--- src/rtl/apb_master_pkg.sv ---
// Shared types and defaults for the APB master bridge.
// The state encoding is exposed here so checkers and other blocks can decode it.
package apb_master_pkg;

  typedef enum logic [1:0] {
    ST_IDLE   = 2'd0,
    ST_SETUP  = 2'd1,
    ST_ACCESS = 2'd2,
    ST_RESP   = 2'd3
  } apb_mst_state_t;

  localparam int DEFAULT_TIMEOUT_CYCLES = 16;

endpackage : apb_master_pkg

--- src/rtl/apb_master_bridge.sv ---
// Single-outstanding request/response to APB master bridge with an ACCESS-phase timeout.
// One command is in flight at a time; the response is held until consumed.
module apb_master_bridge
  import apb_master_pkg::*;
#(
  parameter int APB_ADDR_WIDTH = 14,
  parameter int APB_DATA_WIDTH = 32,
  parameter int TIMEOUT_CYCLES = DEFAULT_TIMEOUT_CYCLES
) (
  input  logic                      clk_i,
  input  logic                      rstn_i,
  input  logic                      req_valid_i,
  output logic                      req_ready_o,
  input  logic                      req_write_i,
  input  logic [APB_ADDR_WIDTH-1:0] req_addr_i,
  input  logic [APB_DATA_WIDTH-1:0] req_wdata_i,
  output logic                      resp_valid_o,
  input  logic                      resp_ready_i,
  output logic [APB_DATA_WIDTH-1:0] resp_rdata_o,
  output logic                      resp_err_o,
  output logic                      resp_timeout_o,
  output logic [APB_ADDR_WIDTH-1:0] apb_paddr_o,
  output logic [APB_DATA_WIDTH-1:0] apb_pwdata_o,
  output logic                      apb_pwrite_o,
  output logic                      apb_psel_o,
  output logic                      apb_penable_o,
  input  logic [APB_DATA_WIDTH-1:0] apb_prdata_i,
  input  logic                      apb_pready_i,
  input  logic                      apb_pslverr_i
);

  localparam int                CNT_W    = $clog2(TIMEOUT_CYCLES + 1);
  localparam logic [CNT_W-1:0]  CNT_LAST = CNT_W'(TIMEOUT_CYCLES - 1);
  localparam logic [CNT_W-1:0]  CNT_ONE  = CNT_W'(1);

  apb_mst_state_t             state_r;
  logic [CNT_W-1:0]           cnt_r;
  logic [APB_ADDR_WIDTH-1:0]  paddr_r;
  logic [APB_DATA_WIDTH-1:0]  pwdata_r;
  logic                       pwrite_r;
  logic                       psel_r;
  logic                       penable_r;
  logic                       resp_valid_r;
  logic [APB_DATA_WIDTH-1:0]  resp_rdata_r;
  logic                       resp_err_r;
  logic                       resp_timeout_r;
  logic [APB_DATA_WIDTH-1:0]  rdata_s;

  // Read data returned to the requester: only a successful read carries slave data.
  always_comb begin
    rdata_s = {APB_DATA_WIDTH{1'b0}};
    if (!pwrite_r && !apb_pslverr_i) begin
      rdata_s = apb_prdata_i;
    end else begin
      rdata_s = {APB_DATA_WIDTH{1'b0}};
    end
  end

  // Transaction FSM with all APB and response outputs registered.
  always_ff @(posedge clk_i or negedge rstn_i) begin
    if (!rstn_i) begin
      state_r        <= ST_IDLE;
      cnt_r          <= {CNT_W{1'b0}};
      paddr_r        <= {APB_ADDR_WIDTH{1'b0}};
      pwdata_r       <= {APB_DATA_WIDTH{1'b0}};
      pwrite_r       <= 1'b0;
      psel_r         <= 1'b0;
      penable_r      <= 1'b0;
      resp_valid_r   <= 1'b0;
      resp_rdata_r   <= {APB_DATA_WIDTH{1'b0}};
      resp_err_r     <= 1'b0;
      resp_timeout_r <= 1'b0;
    end else begin
      case (state_r)
        ST_IDLE: begin
          if (req_valid_i) begin
            paddr_r   <= req_addr_i;
            pwdata_r  <= req_wdata_i;
            pwrite_r  <= req_write_i;
            psel_r    <= 1'b1;
            penable_r <= 1'b0;
            cnt_r     <= {CNT_W{1'b0}};
            state_r   <= ST_SETUP;
          end
        end
        ST_SETUP: begin
          penable_r <= 1'b1;
          state_r   <= ST_ACCESS;
        end
        ST_ACCESS: begin
          // A slave completing on the last allowed cycle still wins over the abort.
          if (apb_pready_i) begin
            psel_r         <= 1'b0;
            penable_r      <= 1'b0;
            resp_valid_r   <= 1'b1;
            resp_rdata_r   <= rdata_s;
            resp_err_r     <= apb_pslverr_i;
            resp_timeout_r <= 1'b0;
            state_r        <= ST_RESP;
          end else if (cnt_r == CNT_LAST) begin
            psel_r         <= 1'b0;
            penable_r      <= 1'b0;
            resp_valid_r   <= 1'b1;
            resp_rdata_r   <= {APB_DATA_WIDTH{1'b0}};
            resp_err_r     <= 1'b1;
            resp_timeout_r <= 1'b1;
            state_r        <= ST_RESP;
          end else begin
            cnt_r <= cnt_r + CNT_ONE;
          end
        end
        ST_RESP: begin
          if (resp_ready_i) begin
            resp_valid_r <= 1'b0;
            state_r      <= ST_IDLE;
          end
        end
        default: begin
          psel_r       <= 1'b0;
          penable_r    <= 1'b0;
          resp_valid_r <= 1'b0;
          state_r      <= ST_IDLE;
        end
      endcase
    end
  end

  // Gated by reset so the handshake stays low while the bridge is held in reset.
  assign req_ready_o    = (state_r == ST_IDLE) && rstn_i;
  assign resp_valid_o   = resp_valid_r;
  assign resp_rdata_o   = resp_rdata_r;
  assign resp_err_o     = resp_err_r;
  assign resp_timeout_o = resp_timeout_r;
  assign apb_paddr_o    = paddr_r;
  assign apb_pwdata_o   = pwdata_r;
  assign apb_pwrite_o   = pwrite_r;
  assign apb_psel_o     = psel_r;
  assign apb_penable_o  = penable_r;

endmodule : apb_master_bridge

--- config.mk ---
export PLATFORM = sky130hd
export DESIGN_NAME = apb_master_bridge
export DESIGN_NICKNAME = d
export VERILOG_FILES = /design/src/rtl/apb_master_pkg.sv /design/src/rtl/apb_master_bridge.sv
export SDC_FILE = /design/constraint.sdc
export NUM_CORES = 1
export LEC_CHECK = 0
export CAP_MARGIN = 20
export CORE_MARGIN = 2
export CORE_UTILIZATION = 44
export CTS_CLUSTER_SIZE = 8
export DETAILED_ROUTE_END_ITERATION = 7
export GPL_TIMING_DRIVEN = 1
export PLACE_DENSITY = 0.9
export SETUP_SLACK_MARGIN = 0.3
export SYNTH_ARGS = -nofsm -noshare
export SYNTH_HDL_FRONTEND = slang
export SYNTH_SLANG_ARGS = --single-unit
--- constraint.sdc ---
create_clock -name clk_i -period 5.9 [get_ports clk_i]
set_input_delay 0.59 -clock clk_i [delete_from_list [all_inputs] [get_ports clk_i]]
set_output_delay 0.59 -clock clk_i [all_outputs]
set_load 0.005 [all_outputs]
==> summary.txt <==
Pwr
  – Internal power: 0.00180 W
  – Leak: 2.39 nW
  – Worst IR Drop VDD: 328 uV
  – Clk pwr share: 0.154
  – P per Cell Area: 456 nW/um2
  – Sw Share: 0.293
  – Comb power frac: 0.433
  – Flop pwr share: 0.413
  – NetSw: 0.000745 W

GRT
  – Most Crowded Layer GR: met2
  – Routing usage on met1: 0.252
  – First-pass GRT wire length: 14000 um
  – Vias in the first global route: 2770
  – Antenna violations before repair: 0
  – Met3 global-route usage: 0.0538
  – Largest net degree at the start of global routing: 53
  – GRT Total Usage: 0.207
  – GRT Residual Overflow: 0
  – Met2 usage: 0.351

Clocking
  – CTS HTree Levels: 3
  – CTS sink cnt: 91
  – Post-cts sizing count: 0
  – TritonCTS Buffers: 9
  – CTS clk-pin slew, worst paths: 90 ps
  – CTS tree: built
  – Root Driver: clkbuf_8
  – # hold bufs at CTS: 0
  – Postcts setup bufs: 0
  – Longest Clk Path Bufs: 2
  – Clk_lat worst skew: 350 ps

Critical path
  – Critical path arrival: 1880 ps
  – Critical path peak fanout: 8
  – Slowest cell on crit path: clkdlybuf4s50_1
  – Worst r2r src: cnt_r[0]$_DFFE_PN0P_
  – Delay-heaviest family, CP: buffers and inverters
  – Crit-path max cell delay: 500 ps
  – WP data required: 5310 ps
  – CP endpoint kind: output pin
  – Worst Reg-to-Reg Cells: 6
  – Worst reg2reg endpoint: resp_rdata_o[31]$_DFFE_PN0P_
  – Worst Setup SP: state_r[1]$_DFFE_PN0P_
  – Crit path launch type: flip-flop
  – Worst path cell trace: inv_1, ha_1, and2_1, clkdlybuf4s50_1
  – Reg2reg setup slack: 3690 ps
  – CP Class: flip-flop to output pin
  – Bufs and invs on worst path: 2

Timing
  – Worst Clk Skew: 9.81 ps
  – Worst hold margin: 239 ps
  – Final Max Tran Viols: 0
  – Slew @ Worst Pin: 621 ps
  – Peak Freq: 405 MHz
  – Period Utilization, post-route: 0.419
  – # setup viols final: 0
  – Crit path time final: 2470 ps
  – Relative slew slack: 0.586
  – Hold Vio Cnt, Final: 0
  – Total Neg Setup Slack: 0 ps
  – RSZ-0062 raised after global routing: no

Drt
  – Routed wire length: 9050 um
  – Final ANT Viol Nets: 0
  – DR WL/cell: 17.3 um
  – Vias: 2657
  – Drt initial violations: 59
  – Vias per inst: 5.09
  – # DRC: 0
  – Drt first pass iters: 4

Layout
  – Filler instances: 555
  – Syn-to-layout area delta: 55.2%
  – NumNets Final: 507
  – Ant diodes: 0
  – Final Core Density: 0.713
  – Share of layout cells above drive strength 1: 0.100
  – Most common cell after layout, fill and taps aside: clkdlybuf4s50_1
  – Most frequent cells in the layout: 168 x clkdlybuf4s50_1, 91 x dfrtp_1, 35 x a22o_1

Logic synthesis
  – Mapped Area: 3590 um2
  – Async SR Flop Fraction: 1.00
  – Syn nets: 338
  – Average cell area after synthesis: 14.6 um2
  – Register area share after synthesis: 0.635
  – Distinct cells, synth: 33
  – Post-synth EDFFs: 0
  – Yosys reg bits: 91
  – Main flop type after synthesis: dfrtp_1
  – Cells after Synth: 246
  – YS warnings: 0

Job
  – MaxCap Viol Count: 0

Floorplan
  – Die Span Y: 94.3 um
  – Core ar.: 7810 um2
  – Starting Density: 0.460
  – Row cnt: 32
  – I/O pin count: 170
  – Die area: 8890 um2
  – Die X-Extent: 94.3 um

Min path
  – Hold Crit Class: primary input to asynchronous set/reset pin

Placed design
  – DP HPWL: 6740 um
  – GPL Wtd Cong: 0.753
  – Port Buffers: 169

Run status
  – Status: finished, final reports clean
==> layer usage <==
metal  vias to the layer above  part of all wire
met4                         0             0.019
li1                       1240                 -
met3                        19             0.075
met2                       110              0.51
met1                      1288              0.40
met5                         -                 0
==> worst reg2reg max path: stages, from the launching register on <==
cell and delay, ps:
dfrtp_1 440, ha_1 250, and3_1 200, ha_1 240
or2_1 300, nand2_2 460, a22o_1 260
==> power by group through the flow <==
stage / sequential (W) / combinational [W] / clock, W
floorplan: 0.00106 / 0.000411 / 0
global placement: 0.00104 / 0.00107 / 0
detailed placement: 0.00106 / 0.00111 / 0
CTS: 0.00105 / 0.00111 / 0.000399
global route: 0.00108 / 0.00119 / 0.000427
finish: 0.00105 / 0.00110 / 0.000391
==> synth_stat cells, types with 2 or more instances <==
library cell,number,share of area
ha_1,7,0.024
a22o_1,35,0.085
a21oi_1,4,0.0056
nor3_1,2,0.0028
buf_6,3,0.0094
a211oi_1,2,0.0042
and2_1,2,0.0035
nand2_1,8,0.0084
buf_2,10,0.014
nand3_1,3,0.0042
o21ai_0,8,0.011
dfrtp_1,91,0.63
nor2_1,2,0.0021
inv_1,4,0.0042
mux2_1,30,0.094
mux2_2,18,0.056
==> layout make-up <==
class	instances	area [um2]	share of cell area
multi-input combinational	137	1220	0.219
timing repair buffer	172	1740	0.313
sequential	91	2280	0.409
clock buffer	11	151	0.0272
inverter	4	15.0	0.00270
clock inverter	5	36.3	0.00652
tap	102	128	0.0229
==> state kept, by name (all words and copies together), names as in the netlist <==
| register | flops |
|---|---|
| apb_pwdata_o | 32 |
| cnt_r | 5 |
| resp_valid_o | 1 |
| apb_pwrite_o | 1 |
| state_r | 2 |
| apb_paddr_o | 14 |
| apb_psel_o | 1 |
| resp_rdata_o | 32 |
| resp_err_o | 1 |
| apb_penable_o | 1 |
| resp_timeout_o | 1 |
==> logic make-up after synthesis <==
| family | Yosys count | share of synthesized area |
|---|---|---|
| buf+inv | 18 | 0.0286 |
| mux | 49 | 0.153 |
| simple gates | 26 | 0.0405 |
| fa+ha+maj | 7 | 0.0244 |
| compound gates | 55 | 0.119 |
| flops | 91 | 0.635 |
==> worst max path at each step <==
stage | cells past startpoint | endpoint
after floorplan | 8 | cnt_r[4]$_DFFE_PN0P_
after global placement | 3 | apb_pwdata_o[23]$_DFFE_PN0P_
after detailed placement | 4 | resp_rdata_o[15]$_DFFE_PN0P_
after CTS | 5 | resp_rdata_o[31]$_DFFE_PN0P_
after global routing | 4 | req_ready_o
final | 4 | req_ready_o
==> per-stage QoR <==
stage | std cells | total power, W | cell area [um2] | setup slack, ps
floorplan | 246 | 0.00147 | 3590 | 3980
global placement | 504 | 0.00211 | 5330 | 3390
detailed placement | 504 | 0.00217 | 5330 | 3310
CTS | 520 | 0.00256 | 5520 | 3360
global route | 522 | 0.00270 | 5570 | 3290
finish | 522 | 0.00254 | 5570 | 3430
(Power assumes the default switching activity.)
